<file path="config.mk">
export PLATFORM = sky130hd
export DESIGN_NAME = serial_mac_ctrl
export DESIGN_NICKNAME = d
export VERILOG_FILES = /design/src/rtl/serial_mac_ctrl.sv
export SDC_FILE = /design/constraint.sdc
export NUM_CORES = 1
export LEC_CHECK = 0
export BUFFER_PORTS_ARGS = -buffer_cell sky130_fd_sc_hd__buf_2
export CORE_ASPECT_RATIO = 1.2
export CORE_MARGIN = 5
export CORE_UTILIZATION = 56
export CTS_CLUSTER_SIZE = 16
export DETAILED_ROUTE_END_ITERATION = 6
export PLACE_DENSITY_LB_ADDON = 0.1
export SYNTH_ARGS = -nofsm -noshare
export SYNTH_HDL_FRONTEND = slang
export SYNTH_SLANG_ARGS = --single-unit
</file>
<file path="constraint.sdc">
create_clock -name CLK -period 4 [get_ports CLK]
set_input_delay 0.8 -clock CLK [delete_from_list [all_inputs] [get_ports CLK]]
set_output_delay 0.8 -clock CLK [all_outputs]
set_load 0.01 [all_outputs]
</file>
<file path="src/rtl/serial_mac_ctrl.sv">
// Bit-serial unsigned multiply-accumulate sequencer: ACC <= ACC + A*B using one full-adder
// cell time-shared across every bit of every shift-add partial product.
module serial_mac_ctrl #(
  parameter int unsigned WIDTH = 4,
  parameter int unsigned ACCW  = 12
) (
  input  logic             CLK,
  input  logic             RST,
  input  logic             START,
  input  logic             CLR,
  input  logic [WIDTH-1:0] A,
  input  logic [WIDTH-1:0] B,
  output logic             BUSY,
  output logic             DONE,
  output logic [ACCW-1:0]  ACC,
  output logic             OVF
);

  localparam int unsigned PW = (WIDTH > 1) ? $clog2(WIDTH) : 1;
  localparam int unsigned IW = (ACCW > 1) ? $clog2(ACCW) : 1;
  localparam logic [PW-1:0] PLast = PW'(WIDTH - 1);
  localparam logic [IW-1:0] ILast = IW'(ACCW - 1);

  typedef enum logic [2:0] {StIdle, StExam, StAdd, StNext, StFin} state_e;

  state_e            state_q, state_d;
  logic [ACCW-1:0]   acc_q, acc_d;
  logic              ovf_q, ovf_d;
  logic [ACCW-1:0]   w_q, w_d;
  logic [ACCW-1:0]   mcd_q, mcd_d;
  logic [WIDTH-1:0]  mpr_q, mpr_d;
  logic              carry_q, carry_d;
  logic [PW-1:0]     p_q, p_d;
  logic [IW-1:0]     i_q, i_d;
  logic              fa_s, fa_co;

  // The single full-adder cell shared by every add pass.
  always_comb begin
    fa_s  = w_q[0] ^ mcd_q[0] ^ carry_q;
    fa_co = (w_q[0] & mcd_q[0]) | (w_q[0] & carry_q) | (mcd_q[0] & carry_q);
  end

  always_ff @(posedge CLK or posedge RST) begin
    if (RST) begin
      state_q <= StIdle;
    end else begin
      state_q <= state_d;
    end
  end

  always_comb begin
    state_d = state_q;
    case (state_q)
      StIdle:  if (START) state_d = StExam;
      StExam:  state_d = mpr_q[p_q] ? StAdd : StNext;
      StAdd:   if (i_q == ILast) state_d = StNext;
      StNext:  state_d = (p_q == PLast) ? StFin : StExam;
      StFin:   state_d = StIdle;
      default: state_d = StIdle;
    endcase
  end

  always_comb begin
    BUSY = (state_q == StExam) || (state_q == StAdd) || (state_q == StNext);
    DONE = (state_q == StFin);
    ACC  = acc_q;
    OVF  = ovf_q;
  end

  always_comb begin
    acc_d   = acc_q;
    ovf_d   = ovf_q;
    w_d     = w_q;
    mcd_d   = mcd_q;
    mpr_d   = mpr_q;
    carry_d = carry_q;
    p_d     = p_q;
    i_d     = i_q;
    case (state_q)
      StIdle: begin
        if (CLR) begin
          acc_d = '0;
          ovf_d = 1'b0;
        end
        if (START) begin
          mcd_d   = ACCW'(A);
          mpr_d   = B;
          w_d     = CLR ? '0 : acc_q;
          carry_d = 1'b0;
          p_d     = '0;
        end
      end
      StExam: begin
        i_d     = '0;
        carry_d = 1'b0;
      end
      StAdd: begin
        // W and the multiplicand both rotate right, so after ACCW steps they realign.
        w_d     = {fa_s, w_q[ACCW-1:1]};
        mcd_d   = {mcd_q[0], mcd_q[ACCW-1:1]};
        carry_d = fa_co;
        i_d     = i_q + IW'(1);
        if ((i_q == ILast) && fa_co) ovf_d = 1'b1;
      end
      StNext: begin
        mcd_d = mcd_q << 1;
        if (p_q != PLast) p_d = p_q + PW'(1);
      end
      StFin: begin
        acc_d = w_q;
      end
      default: ;
    endcase
  end

  always_ff @(posedge CLK or posedge RST) begin
    if (RST) begin
      acc_q   <= '0;
      ovf_q   <= 1'b0;
      w_q     <= '0;
      mcd_q   <= '0;
      mpr_q   <= '0;
      carry_q <= 1'b0;
      p_q     <= '0;
      i_q     <= '0;
    end else begin
      acc_q   <= acc_d;
      ovf_q   <= ovf_d;
      w_q     <= w_d;
      mcd_q   <= mcd_d;
      mpr_q   <= mpr_d;
      carry_q <= carry_d;
      p_q     <= p_d;
      i_q     <= i_d;
    end
  end

endmodule
</file>
==> flow_summary.toml <==
[run_status]
status = "completed"

[layout]
drive_gt1_share_pct = 23.0
seq_area_sq_mm = 0.00128
layout.cells.non_filler = 295
final_common_cell = "dfrtp_1"
area_delta_synth_final_pct = 7.14
antenna_cells = 0
final_cell_mix = "dfrtp_1, buf_2, mux2i_1"
finalNetCount = 253
multi_input_area_sq_mm = 0.00111
fill_cells = 358

[place]
post-place-cells = 287
place.gp.congestion = 0.769
dpl_worst_slack_ns = 1.40
dp_hpwl_mm = 3.38
portBuffers = 26

[synthesis]
async_flop_share_pct = 100
synth_cells = 218
synth_seq_cells = 51
syn_nets = 233
syn-cell-area_sq_mm = 0.00254
yosys_warnings = 0
synth-main-ff-cell = "dfrtp_1"
synth_edf_count = 0
seq_area_frac_synth_pct = 50.2
synthDistinctLibCells = 38
avgSynthCellArea_sq_um = 11.7

[cts]
numClockSinks = 51
htree_levels = 2
post_cts_buffers = 0
clockBufferDepth = 2
cts_buffers = 5
clk_pin_slew_ns = 0.09
ctsResizeCount = 0
cts_hold_buf = 0
cts_tree = "built"
clk_latency_ns = 0.31
clock-root-buffer = "clkbuf_8"

[drt]
wl_per_cell_um = 16.4
vias = 1712
first_pass_iters = 4
post_drt_via_cell_ratio = 5.80
drtIter0Drc = 125
wl_mm = 4.85
postRouteAntennaNets = 0
drcViolationCount = 0

[timing]
finalSetupViolCount = 0
tightest_slew_ns = 1.03
hold_viol = 0
skew_ns = 0.0135
fin_crit_sh_pct = 73.8
maxSlewViolCount = 0
worst_slack_ns = 1.05
rsz0062_at_grt = "no"
slew_headroom_pct = 31.4
timing.fmax_mhz = 339
final.min_clock_period_ns = 2.95
tns_ns = 0

[worst_setup_path]
cp-end-kind = "output port"
critPathRequiredTime_ns = 3.20
path_class = "reg2out"
crit_arrival_ns = 2.15
critPathMaxFanout = 25
cp-start-kind = "flip-flop"

[floorplan]
die_x_um = 71.5
fp.coreArea_sq_mm = 0.00433
io_pins = 27
die_y_um = 83.8
initial_core_util_pct = 58.7
rows = 26
dieArea_sq_mm = 0.00599

[grt]
grt_max_degree = 52
grt_pass1_vias = 1817
grt_pass1_wl_mm = 8.56
overflow = 0
grtUsageTotal_pct = 17.7
antenna_found_initial = 0

[hold_path]
hold_class = "reg2reg"

[power]
leakagePower_nw = 1.24
p_per_area_mw_per_mm2 = 658
max-vdd-ir-drop_uv = 378

[run]
cap_violations = 0
[cell type report]
| cell class | instances | area share, % |
|---|---|---|
| flip-flops and latches | 51 | 46.9 |
| multi-input cells | 143 | 40.8 |
| repair buffers | 28 | 5.33 |
| clock buffers | 6 | 2.67 |
| well taps | 56 | 2.57 |
| inverters | 9 | 1.24 |
| clock inverters | 2 | 0.460 |
[through the flow]
step | total power [mW] | util [%] | area, sq um | hold slack (ns)
3_3_place_gp | 1.47 | 60.9 | 2640 | 0.481
2_1_floorplan | 1.42 | - | 2540 | 0.455
5_1_grt | 1.93 | 62.9 | 2720 | 0.536
4_1_cts | 1.81 | 62.9 | 2720 | 0.512
3_5_place_dp | 1.52 | 60.9 | 2640 | 0.489
6_report | 1.79 | 62.9 | 2720 | 0.505
[cell usage after synthesis (2+ instances only)]
library cell,number,share of area [%]
o21ai_1,10,2.0
mux2i_1,24,9.5
mux2_2,15,6.7
o21ai_0,9,1.8
and3_1,2,0.49
dfrtp_1,51,50
nand2b_1,4,0.99
clkbuf_1,2,0.30
inv_1,8,1.2
nor3_1,2,0.39
nand3_1,2,0.39
buf_6,3,1.3
a22o_1,12,4.1
nand2_1,14,2.1
nor2b_1,14,3.4
buf_4,5,1.5
a21oi_1,3,0.59
buf_2,4,0.79
nand3b_1,3,0.89
nor2_1,5,0.74
o2bb2ai_1,8,2.8
ha_1,2,0.99
[flip-flops by register name (all words and copies together) (netlist names)]
| signal | cells |
|---|---|
| ACC | 12 |
| mcd_q | 12 |
| w_q | 12 |
| i_q | 4 |
| mpr_q | 4 |
| state_q | 3 |
| p_q | 2 |
| OVF | 1 |
| carry_q | 1 |
[final timing paths]
path	from	to	slack, ns	depth (start not counted)
setup / recovery	state_q[0]	DONE	1.05	3
hold / removal	mcd_q[11]	mcd_q[11]	0.50	1
setup reg to reg	state_q[0]	w_q[4]	1.77	4
hold reg to reg	mcd_q[11]	mcd_q[11]	0.50	1
max in group asynchronous	RST	i_q[1]	2.62	2
min in group asynchronous	RST	w_q[8]	0.73	2
[power breakdown]
part / total, mW / switching, mW / internal, mW
Combinational: 0.642 / 0.315 / 0.327
Sequential: 0.857 / 0.188 / 0.669
Clock: 0.291 / 0.169 / 0.123
Total: 1.79 / 0.672 / 1.12
[critical path: stages (launching register included)]
cell and delay, ns:
dfrtp_1 0.76, nor2_1 0.36, and2_1 0.49, buf_2 0.23
[metal layers]
metal | wire length (um) | global-route usage [%] | vias up
li1 | - | - | 815
met1 | 2080 | 22.3 | 850
met2 | 2470 | 29.6 | 40
met3 | 220 | 4.34 | 7
met4 | 71 | 5.47 | 0
met5 | 0 | 0 | -
[kinds of logic (layout without fill, tap and decap cells)]
kind of cell               count (synthesis)  after routing  synth area share (%)
AOI/OAI and AO/OA                         48             48                  13.2
xor gates and xnor gates                   1              1                 0.345
adders and majority gates                  3              3                  1.77
buffers and inverters                     24             45                  6.01
DFF                                       51             51                  50.2
muxes                                     39             39                  16.1
and+or+nand+nor                           52             52                  12.4
Power figures use the tool's default switching activity.
